`src/rtl/mdio_master.sv`:
```
// Clause 22 MDIO management master: programmable MDC divider, preamble length and post-frame gap.
// Define MDIO_CL45_EN to add the Clause 45 frame selection inputs (miim_cl45, miim_op45).
module mdio_master #(
  parameter int CLK_DIV   = 10,
  parameter int PRE_LEN   = 32,
  parameter int IDLE_BITS = 1
) (
  input  logic        clk,
  input  logic        rst,
  input  logic [4:0]  miim_phyad,
  input  logic [4:0]  miim_regad,
  input  logic [15:0] miim_wrdata,
  input  logic        miim_wren,
  input  logic        miim_rden,
`ifdef MDIO_CL45_EN
  input  logic        miim_cl45,
  input  logic [1:0]  miim_op45,
`endif
  output logic [15:0] miim_rddata,
  output logic        miim_rddata_valid,
  output logic        miim_busy,
  output logic        phy_mdc,
  output logic        mdio_o,
  output logic        mdio_oe,
  input  logic        mdio_i
);

  localparam int DIV_W = $clog2(CLK_DIV);
  localparam logic [DIV_W-1:0] DIV_LAST = DIV_W'(CLK_DIV - 1);
  localparam logic [7:0] PRE_LAST = 8'((PRE_LEN > 0) ? PRE_LEN - 1 : 0);
  localparam logic [7:0] GAP_LAST = 8'((IDLE_BITS > 0) ? IDLE_BITS - 1 : 0);

  typedef enum logic [2:0] {S_IDLE, S_PRE, S_HDR, S_TA, S_DATA, S_GAP} state_t;

  state_t           r_state, w_state_next;
  logic [DIV_W-1:0] r_div, w_div_next;
  logic             r_mdc, w_mdc_next;
  logic [7:0]       r_cnt, w_cnt_next;
  logic [31:0]      r_sh, w_sh_next;
  logic             r_rd, w_rd_next;
  logic [15:0]      r_rx, w_rx_next;
  logic             r_o, w_o_next;
  logic             r_oe, w_oe_next;
  logic             r_busy, w_busy_next;
  logic [15:0]      r_rddata, w_rddata_next;
  logic             r_valid, w_valid_next;

  logic [1:0]  w_st;
  logic [1:0]  w_op;
  logic        w_is_rd;
  logic [31:0] w_frame;
  logic        w_tick;
  logic        w_rise;
  logic        w_fall;

`ifdef MDIO_CL45_EN
  always_comb begin
    if (miim_cl45) begin
      w_st    = 2'b00;
      w_op    = miim_op45;
      w_is_rd = miim_op45[1];
    end else begin
      w_st    = 2'b01;
      w_op    = miim_wren ? 2'b01 : 2'b10;
      w_is_rd = ~miim_wren;
    end
  end
`else
  assign w_st    = 2'b01;
  assign w_op    = miim_wren ? 2'b01 : 2'b10;
  assign w_is_rd = ~miim_wren;
`endif

  // Everything after the preamble is one 32-bit shift word; the TA pair is only driven on writes.
  assign w_frame = {w_st, w_op, miim_phyad, miim_regad, 2'b10, miim_wrdata};

  assign w_tick = r_busy && (r_div == DIV_LAST);
  assign w_rise = w_tick & ~r_mdc;
  assign w_fall = w_tick & r_mdc;

  always_comb begin
    w_state_next  = r_state;
    w_div_next    = r_div;
    w_mdc_next    = r_mdc;
    w_cnt_next    = r_cnt;
    w_sh_next     = r_sh;
    w_rd_next     = r_rd;
    w_rx_next     = r_rx;
    w_o_next      = r_o;
    w_oe_next     = r_oe;
    w_busy_next   = r_busy;
    w_rddata_next = r_rddata;
    w_valid_next  = 1'b0;

    if (r_busy) begin
      w_div_next = w_tick ? '0 : r_div + 1'b1;
      if (w_tick) w_mdc_next = ~r_mdc;
    end

    case (r_state)
      S_IDLE: begin
        if (miim_wren | miim_rden) begin
          w_busy_next = 1'b1;
          w_sh_next   = w_frame;
          w_rd_next   = w_is_rd;
          w_cnt_next  = '0;
          w_div_next  = '0;
          w_mdc_next  = 1'b0;
          w_oe_next   = 1'b1;
          if (PRE_LEN > 0) begin
            w_state_next = S_PRE;
            w_o_next     = 1'b1;
          end else begin
            w_state_next = S_HDR;
            w_o_next     = w_frame[31];
          end
        end
      end
      S_PRE: begin
        if (w_fall) begin
          if (r_cnt == PRE_LAST) begin
            w_state_next = S_HDR;
            w_cnt_next   = '0;
            w_o_next     = r_sh[31];
          end else begin
            w_cnt_next = r_cnt + 8'd1;
          end
        end
      end
      S_HDR: begin
        if (w_fall) begin
          w_sh_next = r_sh << 1;
          if (r_cnt == 8'd13) begin
            w_state_next = S_TA;
            w_cnt_next   = '0;
            if (r_rd) begin
              w_oe_next = 1'b0;
              w_o_next  = 1'b1;
            end else begin
              w_o_next = r_sh[30];
            end
          end else begin
            w_cnt_next = r_cnt + 8'd1;
            w_o_next   = r_sh[30];
          end
        end
      end
      S_TA: begin
        if (w_fall) begin
          w_sh_next = r_sh << 1;
          if (!r_rd) w_o_next = r_sh[30];
          if (r_cnt == 8'd1) begin
            w_state_next = S_DATA;
            w_cnt_next   = '0;
          end else begin
            w_cnt_next = r_cnt + 8'd1;
          end
        end
      end
      S_DATA: begin
        if (w_rise && r_rd) begin
          w_rx_next = {r_rx[14:0], mdio_i};
          if (r_cnt == 8'd15) begin
            w_rddata_next = {r_rx[14:0], mdio_i};
            w_valid_next  = 1'b1;
          end
        end
        if (w_fall) begin
          w_sh_next = r_sh << 1;
          if (r_cnt == 8'd15) begin
            w_cnt_next   = '0;
            w_oe_next    = 1'b0;
            w_o_next     = 1'b1;
            w_state_next = (IDLE_BITS > 0) ? S_GAP : S_IDLE;
            if (IDLE_BITS == 0) w_busy_next = 1'b0;
          end else begin
            w_cnt_next = r_cnt + 8'd1;
            if (!r_rd) w_o_next = r_sh[30];
          end
        end
      end
      S_GAP: begin
        if (w_fall) begin
          if (r_cnt == GAP_LAST) begin
            w_state_next = S_IDLE;
            w_busy_next  = 1'b0;
            w_cnt_next   = '0;
          end else begin
            w_cnt_next = r_cnt + 8'd1;
          end
        end
      end
      default: w_state_next = S_IDLE;
    endcase
  end

  always_ff @(posedge clk) begin
    if (rst) begin
      r_state  <= S_IDLE;
      r_div    <= '0;
      r_mdc    <= 1'b0;
      r_cnt    <= '0;
      r_sh     <= '0;
      r_rd     <= 1'b0;
      r_rx     <= '0;
      r_o      <= 1'b1;
      r_oe     <= 1'b0;
      r_busy   <= 1'b0;
      r_rddata <= '0;
      r_valid  <= 1'b0;
    end else begin
      r_state  <= w_state_next;
      r_div    <= w_div_next;
      r_mdc    <= w_mdc_next;
      r_cnt    <= w_cnt_next;
      r_sh     <= w_sh_next;
      r_rd     <= w_rd_next;
      r_rx     <= w_rx_next;
      r_o      <= w_o_next;
      r_oe     <= w_oe_next;
      r_busy   <= w_busy_next;
      r_rddata <= w_rddata_next;
      r_valid  <= w_valid_next;
    end
  end

  assign miim_rddata       = r_rddata;
  assign miim_rddata_valid = r_valid;
  assign miim_busy         = r_busy;
  assign phy_mdc           = r_mdc;
  assign mdio_o            = r_o;
  assign mdio_oe           = r_oe;

endmodule

```
`config.mk`:
```
export PLATFORM = sky130hd
export DESIGN_NAME = mdio_master
export DESIGN_NICKNAME = d
export VERILOG_FILES = /design/src/rtl/mdio_master.sv
export SDC_FILE = /design/constraint.sdc
export NUM_CORES = 1
export LEC_CHECK = 0
export CAP_MARGIN = 20
export CORE_AREA = 2 2 88 90
export DETAILED_ROUTE_END_ITERATION = 12
export DIE_AREA = 0 0 90 92
export HOLD_SLACK_MARGIN = 0.02
export PLACE_DENSITY = 0.78
export SYNTH_ARGS = -nofsm -noshare
export SYNTH_HDL_FRONTEND = slang
export SYNTH_SLANG_ARGS = --single-unit
```
`constraint.sdc`:
```
create_clock -name clk -period 2.81 [get_ports clk]
set_input_delay 0.843 -clock clk [delete_from_list [all_inputs] [get_ports clk]]
set_output_delay 0.843 -clock clk [all_outputs]
set_load 0.05 [all_outputs]
```
Yosys cells after proc, flatten, opt, wreduce, memory -nomap -nowiden:

Cells that the tools add are included.

* register bits: 84
* latch bits: 0
* RAM bits: 0
* ROM bits: 0
* output and inout port bits: 21
* word-level logic and storage cells: 121
* memories: 0

* add/sub/neg operators: 2
* $mul: 0
* divide/modulo/power cells: 0
* magnitude comparators: 0
* eq/ne operators: 23
* shift-type cells: 0
* multiplexer cells: 57
* bitwise gates (word level): 7
* reduce and logical (&&, ||, !) cells: 20

Operators by type and width (count)
* $mux W8: 11
* $mux W32: 2
* $pmux W32 S2: 1
* $pmux W8 S6: 1
* $mux W3: 11
* $ne A2 B2 Y1 const B: 12
* $mux W1: 22
* $reduce_and A7 Y1: 3
* $pmux W3 S6: 1
* $eq A8 B4 Y1 const B: 2
* $mux W4: 4
* $reduce_and A11 Y1: 1
* $add A8 B1 Y8 const B: 1
* $eq A8 B1 Y1 const B: 1
* $eq A8 B5 Y1 const B: 1
* $logic_not A8 Y1: 1
* $eq A3 B2 Y1 const B: 2
* $eq A3 B3 Y1 const B: 2
* $reduce_and A3 Y1: 2
* $reduce_bool A6 Y1: 1
* $reduce_or A3 Y1: 2
* $pmux W1 S5: 1
* $reduce_bool A5 Y1: 1
* $add A4 B1 Y4 const B: 1
* other kinds (15): 22

Logic depth before layout (Yosys ltp):

Gate-level depths: netlist of run 1.

* depth after elaboration: 6
* gate-level depth with buffers: 13
* depth with buffers taken out: 9

Worst setup path before layout of run 1:

OpenSTA, ideal clock, no wires.

* path type: flip-flop to flip-flop
* from: register r_busy (netlist: miim_busy)
* to: register r_state[2]
* arrival: 2.668 ns
* slack: 0.072 ns
* cell stages (with the launch flop): 10
* buffers on the path: 2
* period minus slack after synthesis: 2.738 ns
* cell sequence: dfxtp_1 and4b_1 clkbuf_1 ha_1 clkbuf_1 nand2b_1 a21oi_2 or3_1 or4_1 a21oi_1

* cells in the longest elaborated chain, start to end: 4
* elaborated cells between the ends (all ways): 8
* those cells by class: eq/ne: 5; bitwise: 1; reduce/logical: 2

Ends and longest elaborated chain
* from (decl): line 44 `logic r_busy, w_busy_next;`
* from (signal assigned): line 221 `r_busy <= w_busy_next;`
* $logic_and A1 B1 Y1 *: line 77 `assign w_tick = r_busy && (r_div == DIV_LAST);`
* $and A1 B1 Y1 *: line 79 `assign w_fall = w_tick & r_mdc;`
* $ne A2 B2 Y1 (no source line)
* $reduce_and A11 Y1 (no source line) *
* to (signal assigned): line 212 `r_state <= w_state_next;`
* to (decl): line 35 `state_t r_state, w_state_next;`

Mark *: on every way between the ends. The rest lies on a longest branch, timed or not.
A chain may end at the register's enable or synchronous reset.

Final worst setup path of run 1:

* from: register r_div[0]
* to: register r_sh[28]

* cells in the longest elaborated chain, start to end: 5

Ends and longest elaborated chain
* from (decl): line 36 `logic [DIV_W-1:0] r_div, w_div_next;`
* from (signal assigned): line 213 `r_div <= w_div_next;`
* $eq A4 B4 Y1: line 77
* $logic_and A1 B1 Y1: line 77
* $and A1 B1 Y1: line 79
* $ne A2 B1 Y1 (no source line)
* $reduce_and A3 Y1 (no source line)
* to (signal assigned): line 216 `r_sh <= w_sh_next;`
* to (decl): line 39 `logic [31:0] r_sh, w_sh_next;`

Every way passes these cells.

==> impl_metrics.csv, run 1 <==
group,metric,value,unit
pwr,p_sw,1.33,mW
placement,numPlacedInstances,581,
critical_path,path_class,"flop to flop",
critical_path,cp.required,3050,ps
floorplanning,start_util,52.7,%
pwr,power_leakage,1.82,nW
pwr,p_seq_share,41.8,%
critical_path,path_depth,10,
cells_and_area,instances_no_fill,597,
yosys,synthTopCellsByArea,"dfxtp_1 (43%), mux2i_1 (11%), nor2_1 (5.6%)",
detailed_routing,drt-total-wl,8130,um
detailed_routing,post_drt_via_cell_ratio,5.54,
pwr,total_power,3.68,mW
grt,grt_pass1_vias,3092,
min_path,hold_class,"flop to flop",
yosys,yosysWarnings,0,
timing,fin_crit_sh,93.6,%
placement,gp_congestion,0.922,
pwr,switching_share,36.2,%
clock_network,clk_pin_slew,90,ps
timing,hold_violations,0,
yosys,yosysTopAreaCell,"dfxtp_1",
floorplanning,num_io_pins,52,
pwr,ir_drop,0.450,mV
placement,dp_slack,85.7,ps
detailed_routing,num_vias,3309,
clock_network,cts-buffers-inserted,9,
yosys,synth_top_area_share,42.9,%
detailed_routing,initialDrtViolationCount,151,
placement,io_buffers,51,
cells_and_area,final_util,63.7,%
critical_path,critPathBufInv,2,
floorplanning,core_area,0.00745,mm2
placement,hpwl,5780,um
critical_path,critPathTopFamily,"compound AO/OA/AOI/OAI gates",
critical_path,startpoint,"r_div[0]",
grt,grt_pass1_wl,14200,um
critical_path,critPathMaxStageDelay,400,ps
yosys,syn-cell-area,0.00392,mm2
timing,worst_slew_pin_slew,725,ps
detailed_routing,drtAntennaViolNets,0,
floorplanning,die_area,0.00828,mm2
yosys,seq_area_frac_synth,42.9,%
placement,post_dp_cell_area,0.00453,mm2
yosys,ys_ff_latch,84,
pwr,intPower,2.35,mW
clock_network,cts_tree,"done",
clock_network,clock_latency,350,ps
pwr,powerDensity,774,mW/mm2
critical_path,reg2reg_to,"r_sh[28]",
timing,fin_crit,2630,ps
clock_network,cts_buffer_depth,2,
grt,track_usage,20.4,%
yosys,synthFlopType,"dfxtp_1",
timing,slew_headroom,51.6,%
grt,antenna_found_initial,0,
grt,grt_max_degree,56,
critical_path,worstPathArrival,2870,ps
yosys,avgSynthCellArea,8.83,um2
critical_path,cp-endpoint,"r_sh[28]",
cells_and_area,final_cell_area,0.00475,mm2
yosys,ys_types,56,
clock_network,cts_max_level,3,
floorplanning,std_cell_rows,32,
floorplanning,die_y,92,um
run,maxCapViolations,0,
yosys,async_flop_share,0,%
yosys,syn_nets,483,
clock_network,numClockSinks,84,
critical_path,end_kind,"flop",
timing,final-setup-viol-count,0,
critical_path,cp_cell_sequence,"ha_1 > and4b_1 > ha_1 > buf_4 > nand2_1 > a21boi_0 > a31o_2 > buf_4 > nor2_1 > a311oi_1",
timing,rsz0062_at_grt,"no",
pwr,combPwrFrac,33.9,%
cells_and_area,nets,529,
detailed_routing,first_pass_iters,5,
critical_path,crit_path_start_kind,"flop",
critical_path,cp_slowest_cell,"dfxtp_1",
critical_path,rrSetupSlack,180,ps
cells_and_area,diodes,0,
critical_path,r2r-start,"r_div[0]",
timing,setup_ws,180,ps
grt,overflow,0,
cells_and_area,syn_to_final_growth,21.0,%
yosys,synth-edff-count,0,
critical_path,worstRegToRegCells,10,
yosys,syn_inst,444,
timing,slew_violations,0,
clock_network,cts_hold_buf,0,
detailed_routing,post_drt_wl_per_cell,13.6,um
critical_path,worst-path-max-fanout,15,
timing,whs,460,ps
cells_and_area,drive_above_1_share,9.49,%
min_path,min-delay-start,"r_sh[16]",
detailed_routing,drc,0,
run_status,status,"finished, final reports clean",
clock_network,root_buffer,"clkbuf_8",
timing,max_freq,380,MHz
timing,fin_setup_tns,0,ps
pwr,clkPwrFrac,24.3,%
timing,finClkSkew,11.4,ps
floorplanning,die_x,90,um
cell usage in the layout, fill, tap and decap left out, types with 2 or more instances in the layout:
cell type and n:
dfxtp_1 84, nor2_1 58, clkdlybuf4s50_1 50, nand2_1 46, mux2i_1 43, a21oi_1 33
a211oi_1 27, buf_4 15, inv_1 10, nor3_1 9, clkbuf_8 9, ha_1 8
nor4_1 7, o21ai_0 6, nand4_1 5, xnor2_1 5, and3_1 4, nand2b_1 4
nor2b_1 3, nor3_2 3, o41ai_1 3, xor2_1 3, a31o_2 3, o31ai_1 3
nand3b_1 3, o211ai_1 3, inv_6 3, o31a_1 2, and2_1 2, a31oi_1 2
or4_1 2, a311oi_1 2, nand3_1 2, o21ai_1 2, nor3b_1 2, o21bai_1 2
or3_1 2
area by class of cell:
class / count / area, um2
fillers: 663 / 2700
clock buffers: 9 / 124
inverters: 10 / 37.5
well taps: 102 / 128
multi-input cells: 318 / 2060
repair buffers: 67 / 638
clock inverters: 7 / 81.3
flip-flops and latches: 84 / 1680
synthesized netlist by cell type (2+ instances only):
master and n:
a31oi_1 2, nor3_1 11, ha_1 8, buf_1 3
a211oi_1 27, or3_1 2, dfxtp_1 84, xnor2_1 5
clkbuf_1 19, and2_1 2, and3_1 4, o211ai_1 3
o31ai_1 3, o21bai_1 2, nand3_1 2, o41ai_1 3
nand2b_1 4, o31a_1 2, nor4_1 7, buf_2 5
or4_1 2, o21ai_0 6, nor2_1 58, buf_6 4
a21oi_1 34, nand4_1 5, inv_1 10, o21ai_1 2
mux2i_1 43, nand3b_1 3, a311oi_1 2, nor2b_1 3
nand2_1 46, nor3b_1 2, xor2_1 3, a31o_2 3
worst register-to-register path, delay by kind of cell, from the launching register on:
kind / cells / cell delay, ps
simple gates: 3 / 460
flops: 1 / 400
compound gates: 3 / 820
buf+inv: 2 / 390
fa+ha+maj: 2 / 470
timing repair:
action,4_1_cts,5_1_grt
gates resized for setup,0,2
buffers inserted,0,0
setup endpoints to repair,0,1
endpoints found under the hold margin,0,0
cell families after synthesis:
logic type	Yosys count	synth area share [%]
simple gates	158	19.1
mux	44	11.3
flops	84	42.9
xor+xnor	8	1.79
compound gates	100	17.1
fa+ha+maj	8	2.55
buf+inv	42	5.23
power by group through the flow:
stage | Sequential, mW | Clock, mW | Combinational [mW]
final | 1.54 | 0.894 | 1.24
after global routing | 1.56 | 0.958 | 1.38
after CTS | 1.53 | 0.910 | 1.24
after detailed placement | 1.56 | 0 | 1.24
after global placement | 1.55 | 0 | 1.20
after floorplan | 1.55 | 0 | 0.905
worst min-delay path by stage:
stage                          end  depth (start not counted)  slack, ps
after global routing      r_sh[16]                          2        500
after detailed placement  r_sh[29]                          2        450
after floorplan           r_sh[16]                          2        430
final                     r_sh[16]                          2        460
after CTS                 r_rx[14]                          2        460
after global placement    r_sh[29]                          2        440
flip-flops by register name, indices dropped and copies added, names as in the netlist:
register,flops
phy_mdc,1
r_rx,15
r_state,3
miim_busy,1
miim_rddata,16
mdio_oe,1
mdio_o,1
miim_rddata_valid,1
r_div,4
r_rd,1
r_cnt,8
r_sh,32
metal layers:
metal / GRT usage (%) / share of wire, % / up-vias / wire (um)
met5: 0 / 0 / - / 0
met4: 5.13 / 1.1 / 0 / 88
met3: 4.93 / 5.8 / 13 / 472
met2: 31.3 / 45 / 85 / 3650
met1: 28.9 / 48 / 1535 / 3920
li1: - / - / 1676 / -
Note: power is estimated with default switching activity, not from simulation.
==> run 2: changes to the inputs <==
- TNS_END_PERCENT: not set -> 1
==> results of run 2 <==
The final DEF is identical to that of run 1; final timing and power are the same.
==> run 3: changes to the inputs <==
- MAX_ROUTING_LAYER: not set -> met4
==> run 3 against run 2 <==
  * Clock skew is essentially flat
  * Worst setup slack gained 14 ps
  * First-iteration DRC count is the same
==> impl_metrics.csv, run 3 (synthesis gave the netlist of run 1 again) <==
group,metric,value,unit
run_status,status,"finished, final reports clean",
pwr,ir_drop,0.450,mV
cells_and_area,final_util,63.7,%
cells_and_area,final_cell_mix,"dfxtp_1 (84), nor2_1 (58), clkdlybuf4s50_1 (50), nand2_1 (46), mux2i_1 (43)",
timing,fin_setup_tns,0,ps
timing,rsz0062_at_grt,"no",
floorplanning,die_x,90,um
critical_path,critPathMaxStageDelay,400,ps
cells_and_area,final-seq-area,0.00168,mm2
detailed_routing,drtAntennaViolNets,0,
detailed_routing,initialDrtViolationCount,151,
timing,max_freq,382,MHz
critical_path,critPathBufInv,2,
timing,slew_headroom,51.2,%
clock_network,cts_setup_buffers,0,
critical_path,cp.required,3050,ps
detailed_routing,post_drt_via_cell_ratio,5.57,
cells_and_area,largest_reg_flops,32,
timing,fin_crit_sh,93.1,%
run,maxCapViolations,0,
grt,track_usage,21.0,%
placement,hpwl,5780,um
floorplanning,die_y,92,um
clock_network,cts_buffer_depth,2,
detailed_routing,drc,0,
placement,post_dp_cell_area,0.00453,mm2
critical_path,end_kind,"flop",
timing,fin_crit,2620,ps
critical_path,crit_path_start_kind,"flop",
critical_path,worst-path-max-fanout,15,
clock_network,clk_pin_slew,90,ps
pwr,power_leakage,1.82,nW
critical_path,worstPathArrival,2860,ps
cells_and_area,fill_cells,663,
timing,finClkSkew,11.4,ps
cells_and_area,final_common_cell,"dfxtp_1",
pwr,powerDensity,774,mW/mm2
pwr,total_power,3.68,mW
cells_and_area,syn_to_final_growth,21.0,%
detailed_routing,post_drt_wl_per_cell,13.6,um
cells_and_area,diodes,0,
critical_path,rrSetupSlack,190,ps
min_path,hold_class,"flop to flop",
clock_network,root_buffer,"clkbuf_8",
detailed_routing,num_vias,3327,
cells_and_area,final_cell_area,0.00475,mm2
critical_path,path_class,"flop to flop",
critical_path,critPathTopFamily,"compound AO/OA/AOI/OAI gates",
clock_network,cts_hold_buf,0,
clock_network,cts_max_level,3,
timing,worst_slew_pin_slew,731,ps
floorplanning,die_area,0.00828,mm2
clock_network,cts-buffers-inserted,9,
placement,io_buffers,51,
cells_and_area,nets,529,
floorplanning,num_io_pins,52,
detailed_routing,drt-total-wl,8110,um
critical_path,cp_slowest_cell,"dfxtp_1",
grt,overflow,0,
clock_network,cts_tree,"done",
placement,gp_congestion,0.938,
grt,antenna_found_initial,0,
floorplanning,core_area,0.00745,mm2
cells_and_area,drive_above_1_share,9.49,%
cells_and_area,multi_input_area,0.00206,mm2
grt,grt_max_degree,56,
timing,slew_violations,0,
grt,grt_pass1_wl,14200,um
timing,hold_violations,0,
critical_path,cp_cell_sequence,"ha_1 > and4b_1 > ha_1 > buf_4 > nand2_1 > a21boi_0 > a31o_2 > buf_4 > nor2_1 > a311oi_1",
grt,grt_pass1_vias,3092,
clock_network,clock_latency,350,ps
cells_and_area,top_register,"r_sh",
floorplanning,std_cell_rows,32,
detailed_routing,first_pass_iters,4,
timing,final-setup-viol-count,0,
clock_network,post_cts_resized,0,
floorplanning,start_util,52.7,%
clock_network,numClockSinks,84,
-- run 3: final timing paths --
kind / cells past startpoint / start / to
max: 10 / r_div[0] / r_sh[28]
min: 2 / r_sh[29] / r_sh[29]
max reg2reg: 10 / r_div[0] / r_sh[28]
min reg2reg: 2 / r_sh[29] / r_sh[29]
-- run 3: through the flow --
stage | worst slack, ps | instances | hold slack (ps)
2_1_floorplan | 71.7 | 444 | 429
3_3_place_gp | 140 | 581 | 439
3_5_place_dp | 85.7 | 581 | 450
4_1_cts | 202 | 597 | 462
5_1_grt | 31.3 | 597 | 496
6_report | 194 | 597 | 458
-- run 3: layer usage --
| metal | track usage [%] | up-vias | part of all wire, % |
|---|---|---|---|
| li1 | - | 1678 | - |
| met1 | 28.9 | 1550 | 49 |
| met2 | 31.3 | 84 | 45 |
| met3 | 4.93 | 15 | 5.3 |
| met4 | 5.13 | 0 | 1.1 |
| met5 | - | - | 0 |
-- run 3: report_power, final --
group          leakage, nW  switching, mW  internal, mW
clock                0.107          0.467         0.427
sequential           0.686          0.156          1.38
combinational         1.03          0.706         0.538
-- run 3: final cells by class --
type	count	share of cell area [%]
inverter	10	0.791
timing repair buffer	67	13.4
clock inverter	7	1.71
sequential	84	35.4
clock buffer	9	2.61
multi-input combinational	318	43.3
tap	102	2.69
-- run 3: tightest hold or removal path: stages (launching register included) --
cell and delay (ps):
dfxtp_1 310, nand2_1 50, a21oi_1 50
